==> src/rtl/gcm_pkg.sv <==
// Shared GCM definitions: block/length widths, GHASH FSM encoding, zero block.
package gcm_pkg;

  localparam int BLK_W = 128;
  localparam int LEN_W = 64;

  typedef logic [0:BLK_W-1] gcm_blk_t;

  localparam gcm_blk_t GCM_ZERO_BLK = '0;

  typedef enum logic [2:0] {
    IDLE     = 3'd0,
    WAIT_BLK = 3'd1,
    MUL      = 3'd2,
    LEN      = 3'd3,
    MUL_LEN  = 3'd4
  } ghash_state_t;

endpackage

==> src/rtl/ghash_ctrl_if.sv <==
// Data-block stream into the GHASH controller (valid/ready, last-qualified).
interface ghash_ctrl_if;
  import gcm_pkg::*;

  logic [BLK_W-1:0] iBlock;
  logic             iBlock_valid;
  logic             iBlock_last;
  logic             oBlock_ready;

  modport master (output iBlock, iBlock_valid, iBlock_last, input oBlock_ready);
  modport slave  (input iBlock, iBlock_valid, iBlock_last, output oBlock_ready);

endinterface

==> src/rtl/gfmul_v2.sv <==
// Iterative GF(2^128) multiplier in GCM bit order, 4 bits of the data operand
// per cycle. oResult_valid rises after the product is ready and stays high
// until the requester drops its valids; the unit then re-arms.
module gfmul_v2
  import gcm_pkg::*;
(
  input  logic     iClk,
  input  logic     iRstn,
  input  gcm_blk_t iCtext,
  input  logic     iCtext_valid,
  input  gcm_blk_t iHashkey,
  input  logic     iHashkey_valid,
  output gcm_blk_t oResult,
  output logic     oResult_valid
);

  localparam int       BITS_PER_CYC = 4;
  localparam int       STEPS        = BLK_W / BITS_PER_CYC;
  localparam gcm_blk_t GF_R         = {8'hE1, 120'h0};

  gcm_blk_t   z_q, v_q, x_q;
  gcm_blk_t   z_d, v_d, x_d;
  logic [4:0] cnt_q;
  logic       busy_q, done_q;
  logic       req;

  assign req = iCtext_valid && iHashkey_valid;

  // Shift-and-add over BITS_PER_CYC data bits; V is reduced by R whenever its
  // last bit falls off (bit 0 is the GCM MSB, so >> is multiply-by-x).
  always_comb begin
    z_d = z_q;
    v_d = v_q;
    x_d = x_q;
    for (int k = 0; k < BITS_PER_CYC; k++) begin
      if (x_d[0]) z_d = z_d ^ v_d;
      v_d = v_d[BLK_W-1] ? ((v_d >> 1) ^ GF_R) : (v_d >> 1);
      x_d = x_d << 1;
    end
  end

  // Load on request, iterate STEPS cycles, hold result until the request drops.
  always_ff @(posedge iClk) begin
    if (!iRstn) begin
      z_q    <= GCM_ZERO_BLK;
      v_q    <= GCM_ZERO_BLK;
      x_q    <= GCM_ZERO_BLK;
      cnt_q  <= '0;
      busy_q <= 1'b0;
      done_q <= 1'b0;
    end else if (busy_q) begin
      z_q   <= z_d;
      v_q   <= v_d;
      x_q   <= x_d;
      cnt_q <= cnt_q + 5'd1;
      if (cnt_q == 5'(STEPS - 1)) begin
        busy_q <= 1'b0;
        done_q <= 1'b1;
      end
    end else if (done_q) begin
      if (!req) done_q <= 1'b0;
    end else if (req) begin
      z_q    <= GCM_ZERO_BLK;
      v_q    <= iHashkey;
      x_q    <= iCtext;
      cnt_q  <= '0;
      busy_q <= 1'b1;
    end
  end

  assign oResult       = z_q;
  assign oResult_valid = done_q;

endmodule

==> src/rtl/ghash_ctrl.sv <==
// GHASH sequencer: folds data blocks into Y = (Y ^ X) * H, then the length
// block, and publishes S. All outputs are registered.
module ghash_ctrl
  import gcm_pkg::*;
(
  input  logic             iClk,
  input  logic             iRstn,
  input  gcm_blk_t         iHashkey,
  input  logic             iStart,
  input  logic [LEN_W-1:0] iLen_aad,
  input  logic [LEN_W-1:0] iLen_ctext,
  ghash_ctrl_if.slave      blk,
  output gcm_blk_t         oGhash,
  output logic             oGhash_valid,
  output logic             oBusy
);

  ghash_state_t state_q;
  gcm_blk_t     y_q, a_q, h_q, len_q, ghash_q;
  logic         last_q, mul_vld_q, rdy_q, busy_q, ghash_vld_q;

  gcm_blk_t     mul_res;
  logic         mul_res_vld;
  gcm_blk_t     blk_xor, len_xor;

  assign blk_xor = y_q ^ blk.iBlock;
  assign len_xor = y_q ^ len_q;

  gfmul_v2 u_mul (
    .iClk           (iClk),
    .iRstn          (iRstn),
    .iCtext         (a_q),
    .iCtext_valid   (mul_vld_q),
    .iHashkey       (h_q),
    .iHashkey_valid (mul_vld_q),
    .oResult        (mul_res),
    .oResult_valid  (mul_res_vld)
  );

  // Sequencer FSM; mul_vld_q drops on the result cycle and is re-raised only
  // from WAIT_BLK/LEN, which guarantees a valid-low gap between multiplies.
  always_ff @(posedge iClk) begin
    if (!iRstn) begin
      state_q     <= IDLE;
      y_q         <= GCM_ZERO_BLK;
      a_q         <= GCM_ZERO_BLK;
      h_q         <= GCM_ZERO_BLK;
      len_q       <= GCM_ZERO_BLK;
      ghash_q     <= GCM_ZERO_BLK;
      last_q      <= 1'b0;
      mul_vld_q   <= 1'b0;
      rdy_q       <= 1'b0;
      busy_q      <= 1'b0;
      ghash_vld_q <= 1'b0;
    end else begin
      ghash_vld_q <= 1'b0;
      case (state_q)
        IDLE: begin
          if (iStart) begin
            h_q    <= iHashkey;
            len_q  <= {iLen_aad, iLen_ctext};
            y_q    <= GCM_ZERO_BLK;
            busy_q <= 1'b1;
            if (iLen_aad == '0 && iLen_ctext == '0) begin
              state_q <= LEN;
            end else begin
              state_q <= WAIT_BLK;
              rdy_q   <= 1'b1;
            end
          end
        end
        WAIT_BLK: begin
          if (blk.iBlock_valid) begin
            a_q       <= blk_xor;
            last_q    <= blk.iBlock_last;
            rdy_q     <= 1'b0;
            mul_vld_q <= 1'b1;
            state_q   <= MUL;
          end
        end
        MUL: begin
          if (mul_res_vld) begin
            y_q       <= mul_res;
            mul_vld_q <= 1'b0;
            if (last_q) begin
              state_q <= LEN;
            end else begin
              state_q <= WAIT_BLK;
              rdy_q   <= 1'b1;
            end
          end
        end
        LEN: begin
          a_q       <= len_xor;
          mul_vld_q <= 1'b1;
          state_q   <= MUL_LEN;
        end
        MUL_LEN: begin
          if (mul_res_vld) begin
            y_q         <= mul_res;
            ghash_q     <= mul_res;
            ghash_vld_q <= 1'b1;
            mul_vld_q   <= 1'b0;
            busy_q      <= 1'b0;
            state_q     <= IDLE;
          end
        end
        default: state_q <= IDLE;
      endcase
    end
  end

  assign blk.oBlock_ready = rdy_q;
  assign oGhash           = ghash_q;
  assign oGhash_valid     = ghash_vld_q;
  assign oBusy            = busy_q;

endmodule

==> src/flat_wrapper.sv <==
// flat-port wrapper written by rule: the top's interface ports become plain ports
module ghash_ctrl_flat import gcm_pkg::*;
  (iClk, iRstn, iHashkey, iStart, iLen_aad, iLen_ctext, oGhash, oGhash_valid, oBusy, blk_iBlock, blk_iBlock_valid, blk_iBlock_last, blk_oBlock_ready);
  ghash_ctrl_if blk_i ();
  input  logic iClk;
  input  logic iRstn;
  input  gcm_blk_t iHashkey;
  input  logic iStart;
  input  logic [LEN_W-1:0] iLen_aad;
  input  logic [LEN_W-1:0] iLen_ctext;
  output gcm_blk_t oGhash;
  output logic oGhash_valid;
  output logic oBusy;
  input wire logic [$bits(blk_i.iBlock)-1:0] blk_iBlock;
  input wire logic [$bits(blk_i.iBlock_valid)-1:0] blk_iBlock_valid;
  input wire logic [$bits(blk_i.iBlock_last)-1:0] blk_iBlock_last;
  output wire logic [$bits(blk_i.oBlock_ready)-1:0] blk_oBlock_ready;
  assign blk_i.iBlock = blk_iBlock;
  assign blk_i.iBlock_valid = blk_iBlock_valid;
  assign blk_i.iBlock_last = blk_iBlock_last;
  assign blk_oBlock_ready = blk_i.oBlock_ready;
  ghash_ctrl u_core (.iClk(iClk), .iRstn(iRstn), .iHashkey(iHashkey), .iStart(iStart), .iLen_aad(iLen_aad), .iLen_ctext(iLen_ctext), .blk(blk_i), .oGhash(oGhash), .oGhash_valid(oGhash_valid), .oBusy(oBusy));
endmodule
==> config.mk <==
export PLATFORM = sky130hd
export DESIGN_NAME = ghash_ctrl_flat
export DESIGN_NICKNAME = d
export VERILOG_FILES = /design/src/rtl/gcm_pkg.sv /design/src/rtl/ghash_ctrl_if.sv /design/src/rtl/gfmul_v2.sv /design/src/rtl/ghash_ctrl.sv /design/src/flat_wrapper.sv
export SDC_FILE = /design/constraint.sdc
export NUM_CORES = 2
export LEC_CHECK = 0
export BUFFER_PORTS_ARGS = -buffer_cell sky130_fd_sc_hd__buf_2
export CAP_MARGIN = 20
export CORE_MARGIN = 2
export CORE_UTILIZATION = 40
export DETAILED_ROUTE_END_ITERATION = 6
export MAX_ROUTING_LAYER = met4
export SLEW_MARGIN = 10
export SYNTH_ARGS = -nofsm -noshare
export SYNTH_HDL_FRONTEND = slang
export SYNTH_HIERARCHICAL = 1
export SYNTH_SLANG_ARGS = --single-unit
==> constraint.sdc <==
create_clock -name iClk -period 2.46 [get_ports iClk]
set_clock_uncertainty 0.2 [all_clocks]
set_input_delay 0.123 -clock iClk [delete_from_list [all_inputs] [get_ports iClk]]
set_output_delay 0.123 -clock iClk [all_outputs]
set_load 0.01 [all_outputs]
======== Word-level counts from Yosys, hierarchy flattened ========
Index checks and enable logic that the tools add are counted.
word-level totals
  register bits after elaboration ......... 1039
  bits of input ports ..................... 389
cells by class
  $add $sub $neg .......................... 1
  equal/unequal tests ..................... 14
  multiplexer cells ....................... 51
  bitwise logic cells ..................... 12
  reductions and logical operators ........ 24
operators with widths
  kind                 count
  $mux 128             20
  $xor 128x128->128    6
  $pmux 128 s2         2
  $logic_not 64->1     2
  $mux 1               16
  $not 3->4            4
  $mux 5               3
  $pmux 3 s5           1
  $ne 2x2->1 const B   7
  $reduce_and 2->1     7
  $mux 3               4
  $reduce_and 3->1     3
  $reduce_bool 2->1    4
  $eq 3x2->1 const B   2
  $pmux 1 s3           2
  $reduce_and 6->1     1
  $reduce_bool 3->1    2
  $add 5x1->5 const B  1
  $eq 5x5->1 const B   1
  $mux 2               2
  $ne 2x1->1 const B   2
  $reduce_and 4->1     1
  $reduce_or 2->1      2
  $eq 3x1->1 const B   1
  5 further kinds      6

======== Depth between registers and ports, before layout ========
  depth in word-level cells ............... 9
  mapped depth ............................ 9
  depth with buffers taken out ............ 6

======== Hierarchy ========
The synthesis kept the hierarchy.
modules (own cells, without submodules)
  module      times used  cells each  area each (um^2)  sequential area each (um^2)
  ghash_ctrl  1           3192        26885.8           12972.4
  gfmul_v2    1           3376        23970.5           7827.5

======== Least setup slack after synthesis ========
No wires, ideal clock.
  path kind ............................... register -> register
  from .................................... register u_core.state_q[0]
  to ...................................... register u_core.rdy_q, in the netlist u_core/blk.oBlock_ready
  library setup time ...................... 118 ps
  arrival ................................. 1400 ps
  slack ................................... 743 ps
  stages on the path, launching flop included .. 8
  buffers on the path ..................... 2
  clock period less this slack ............ 1717 ps
  path through ............................ dfxtp_1 > buf_6 > buf_6 > nor4_1 > nand4_1 > nor4_2 > nand4b_1 > o2111a_1
between the ends
  cells in the longest elaborated chain, start to end .. 3
RTL lines
  element                                                           line              RTL
  start, declared                                                   ghash_ctrl.sv:18  ghash_state_t state_q;
  start signal, assigned                                            ghash_ctrl.sv:44  state_q <= IDLE;
  start signal, assigned                                            ghash_ctrl.sv:65  state_q <= LEN;
  start signal, assigned                                            ghash_ctrl.sv:67  state_q <= WAIT_BLK;
  $eq 3x2->1, or another cell as far along                          ghash_ctrl.sv:57  case (state_q)
  $ne 2x2->1 (no source line) or $reduce_bool 3->1 (tied branches)  -
  $reduce_and 6->1 (no source line)                                 -
  end signal, assigned                                              ghash_ctrl.sv:52  rdy_q <= 1'b0;
  end signal, assigned                                              ghash_ctrl.sv:68  rdy_q <= 1'b1;
  end signal, assigned                                              ghash_ctrl.sv:76  rdy_q <= 1'b0;
  end, declared                                                     ghash_ctrl.sv:20  logic last_q, mul_vld_q, rdy_q, busy_q, ghash_vld_q;
Several ways; a longest one is shown, not always the timed one.
A chain may end at the register's enable or synchronous reset.

======== Worst setup path in the final report ========
  from .................................... register u_core.state_q[1]
  to ...................................... register u_core.len_q[84]
between the ends
  cells in the longest elaborated chain, start to end .. 2
RTL lines
  element                            line              RTL
  $logic_not 3->1                    ghash_ctrl.sv:57
  $reduce_and 2->1 (no source line)  -
  end signal, assigned               ghash_ctrl.sv:61  len_q <= {iLen_aad, iLen_ctext};
  end, declared                      ghash_ctrl.sv:19  gcm_blk_t y_q, a_q, h_q, len_q, ghash_q;
No other way between the ends.

==> impl_metrics.json <==
{
  "status": "complete, no violations",
  "slowest_stage": "dlygate4sd3_1",
  "netlist_instances": 6568,
  "cts_max_level": 3,
  "hpwlAfterDp_um": 122600,
  "postPlaceCellArea_mm2": 0.05498,
  "max_cap_violations": 0,
  "max_stage_delay_ps": 560,
  "avgSynthCellArea_um2": 7.743,
  "path_class": "flop to flop",
  "io_buffer_count": 519,
  "die_area_mm2": 0.1300,
  "gr-total-overflow": 0,
  "chipWidth_um": 360.6,
  "wl_per_cell_um": 20.27,
  "wirelength_um": 185600,
  "hold_violations": 0,
  "nets": 7783,
  "drive_gt1_share_pct": 11.43,
  "synth_top_cell_area_share_pct": 40.90,
  "path_clk_slew_ps": 60,
  "yosys.area.top_type": "dfxtp_1",
  "final_max_slew_viol_count": 0,
  "fin_area_mm2": 0.06480,
  "worstPathArrival_ps": 2900,
  "setup_violations": 0,
  "cts_max_path_buffers": 3,
  "synth_area_leaders": "dfxtp_1 41%, nand2_1 15%, a21boi_0 6.3%",
  "yosys_register_bits": 1039,
  "synth_cell_types": 45,
  "r2r_setup_slack_ps": 40,
  "via_per_inst": 5.393,
  "syn_to_final_growth_pct": 27.41,
  "p_per_area_mw_per_mm2": 603.0,
  "synth_ff_type": "dfxtp_1",
  "final.min_clock_period_ps": 2420,
  "ys.warnings.count": 6,
  "dp.cells": 8337,
  "critPathLaunchType": "flop",
  "core_area_mm2": 0.1259,
  "postRouteAntennaNets": 0,
  "numClockSinks": 1039,
  "worstSetupEndpointType": "flop",
  "cts_root_buffer": "clkbuf_16",
  "cp_data_required_time_ps": 2940,
  "grt_pass1_vias": 45428,
  "netlist_area_mm2": 0.05086,
  "drtIter0Drc": 4898,
  "die_h_um": 360.6,
  "clock.fmax_mhz": 413.2,
  "critPathMaxFanout": 21,
  "synth-seq-area-share_pct": 40.90,
  "syn-num-nets": 6959,
  "io-pin-count": 520,
  "grt_max_degree": 207,
  "worst_hold_path_type": "input pin to flop",
  "worstSkewPairLatency_ps": 730,
  "leakagePower_uw": 0.02366,
  "cp_cell_sequence": "nand2b_1 > nor3_4 > buf_4 > buf_12 > buf_16 > nand2_1 > a21boi_0 > dlygate4sd3_1",
  "fin_crit_sh_pct": 98.38,
  "grt_pass1_wl_um": 276800,
  "synth_most_common_cell": "nand2_1",
  "tritoncts": "yes",
  "synth_edf_count": 0,
  "fin_cells": 9159,
  "yosys-top-cells-count": "2063 x nand2_1, 1039 x dfxtp_1, 517 x a21oi_1",
  "vias": 49395,
  "grtUsageTotal_pct": 27.85,
  "drt_pass1_iterations": 6,
  "worstMarginPinSlew_ps": 868.7,
  "initial_core_util_pct": 40.40,
  "ir_drop_mv": 0.5708,
  "num_rows": 130,
  "slew_headroom_pct": 42.09,
  "async_flop_share_pct": 0,
  "cts_buffers": 113,
  "antenna_found_initial": 28,
  "drc_errors": 0,
  "gp_congestion": 0.9265
}
-- metal layers --
metal	up-vias	share of wire [%]	track usage, %
met5	-	0	-
met4	0	4.8	12.97
met3	454	7.0	4.234
met2	1834	42	39.16
met1	23425	46	38.95
li1	23682	-	-
-- kinds of logic (layout without fill, tap and decap cells) --
| group | after synthesis | in the layout | synth area share [%] |
|---|---|---|---|
| muxes | 3 | 3 | 0.05905 |
| and+or+nand+nor | 2780 | 2780 | 24.02 |
| other | 0 | 28 | 0 |
| buffers and inverters | 535 | 1448 | 4.859 |
| DFF | 1039 | 1039 | 40.90 |
| xor gates and xnor gates | 404 | 404 | 6.972 |
| AOI/OAI and AO/OA | 1805 | 1805 | 23.14 |
| adders and majority gates | 2 | 2 | 0.04920 |
-- report_power, final --
part | total, uW | leakage, uW | internal (uW) | switching (uW)
combinational | 3820 | 0.0134 | 1760 | 2060
clock | 17600 | 0.00185 | 10300 | 7280
sequential | 17700 | 0.00843 | 17300 | 329
-- area by class of cell --
cell class	count	area, um2
inverters	2	7.507
diodes	28	70.07
flip-flops and latches	1039	20820
clock inverters	34	451.7
repair buffers	1242	10360
fillers	11910	61100
multi-input cells	4994	27670
clock buffers	170	3357
well taps	1650	2064
-- cells in the final DEF, fill, tap and decap left out, drive strengths merged, types with 16 or more instances in the layout --
cell type,instances
nand2,2063
dfxtp,1039
buf,657
a21boi,634
dlygate4sd3,582
a21oi,517
nor2b,384
xnor2,267
o21ai,261
clkbuf,173
xor2,137
nand3,134
a22oi,131
o22ai,129
o211a,128
nand3b,124
nor4,33
diode,28
clkinv,16
-- sequential cells by signal, summed over array words and instances (netlist names), 3 cells and up --
signal                count
u_core/oGhash           128
u_core/a_q              128
u_core/u_mul/x_q        128
u_core/state_q            3
u_core/u_mul/cnt_q        5
u_core/u_mul/oResult    128
u_core/u_mul/v_q        128
u_core/len_q            128
u_core/h_q              128
u_core/y_q              128
-- worst max-delay path: cells and delay by family (launching register included) --
kind / cells / cell delay [ps]
buf+inv: 4 / 1120
compound gates: 1 / 130
simple gates: 3 / 510
flops: 1 / 380
-- timing repair --
action / 4_1_cts / 5_1_grt
hold buffers: 582 / 0
endpoints found under the setup margin: 0 / 15
buffers inserted: 0 / 4
endpoints found under the hold margin: 963 / 0
gates resized for setup: 0 / 2
-- through the flow --
stage / util, % / TNS, ps / hold WS (ps) / setup WS (ps) / total power (uW)
2_1_floorplan: - / 0 / 57.83 / 742.6 / 19650
3_3_place_gp: 43.67 / 0 / 171.3 / 232.2 / 20850
3_5_place_dp: 43.67 / 0 / 172.9 / 202.8 / 20890
4_1_cts: 51.32 / 0 / 0.2338 / 21.63 / 39200
5_1_grt: 51.47 / -98.13 / 26.01 / -57.07 / 40350
6_report: 51.47 / 0 / 36.10 / 39.80 / 39070
-- worst paths after layout --
check,cells after the start,start,endpoint
hold / removal,4,iHashkey[45],u_core/h_q[45]
setup / recovery,8,u_core/state_q[1],u_core/len_q[84]
setup reg to reg,8,u_core/state_q[1],u_core/len_q[84]
hold reg to reg,2,u_core/h_q[125],u_core/h_q[125]
Power figures use the tool's default switching activity.
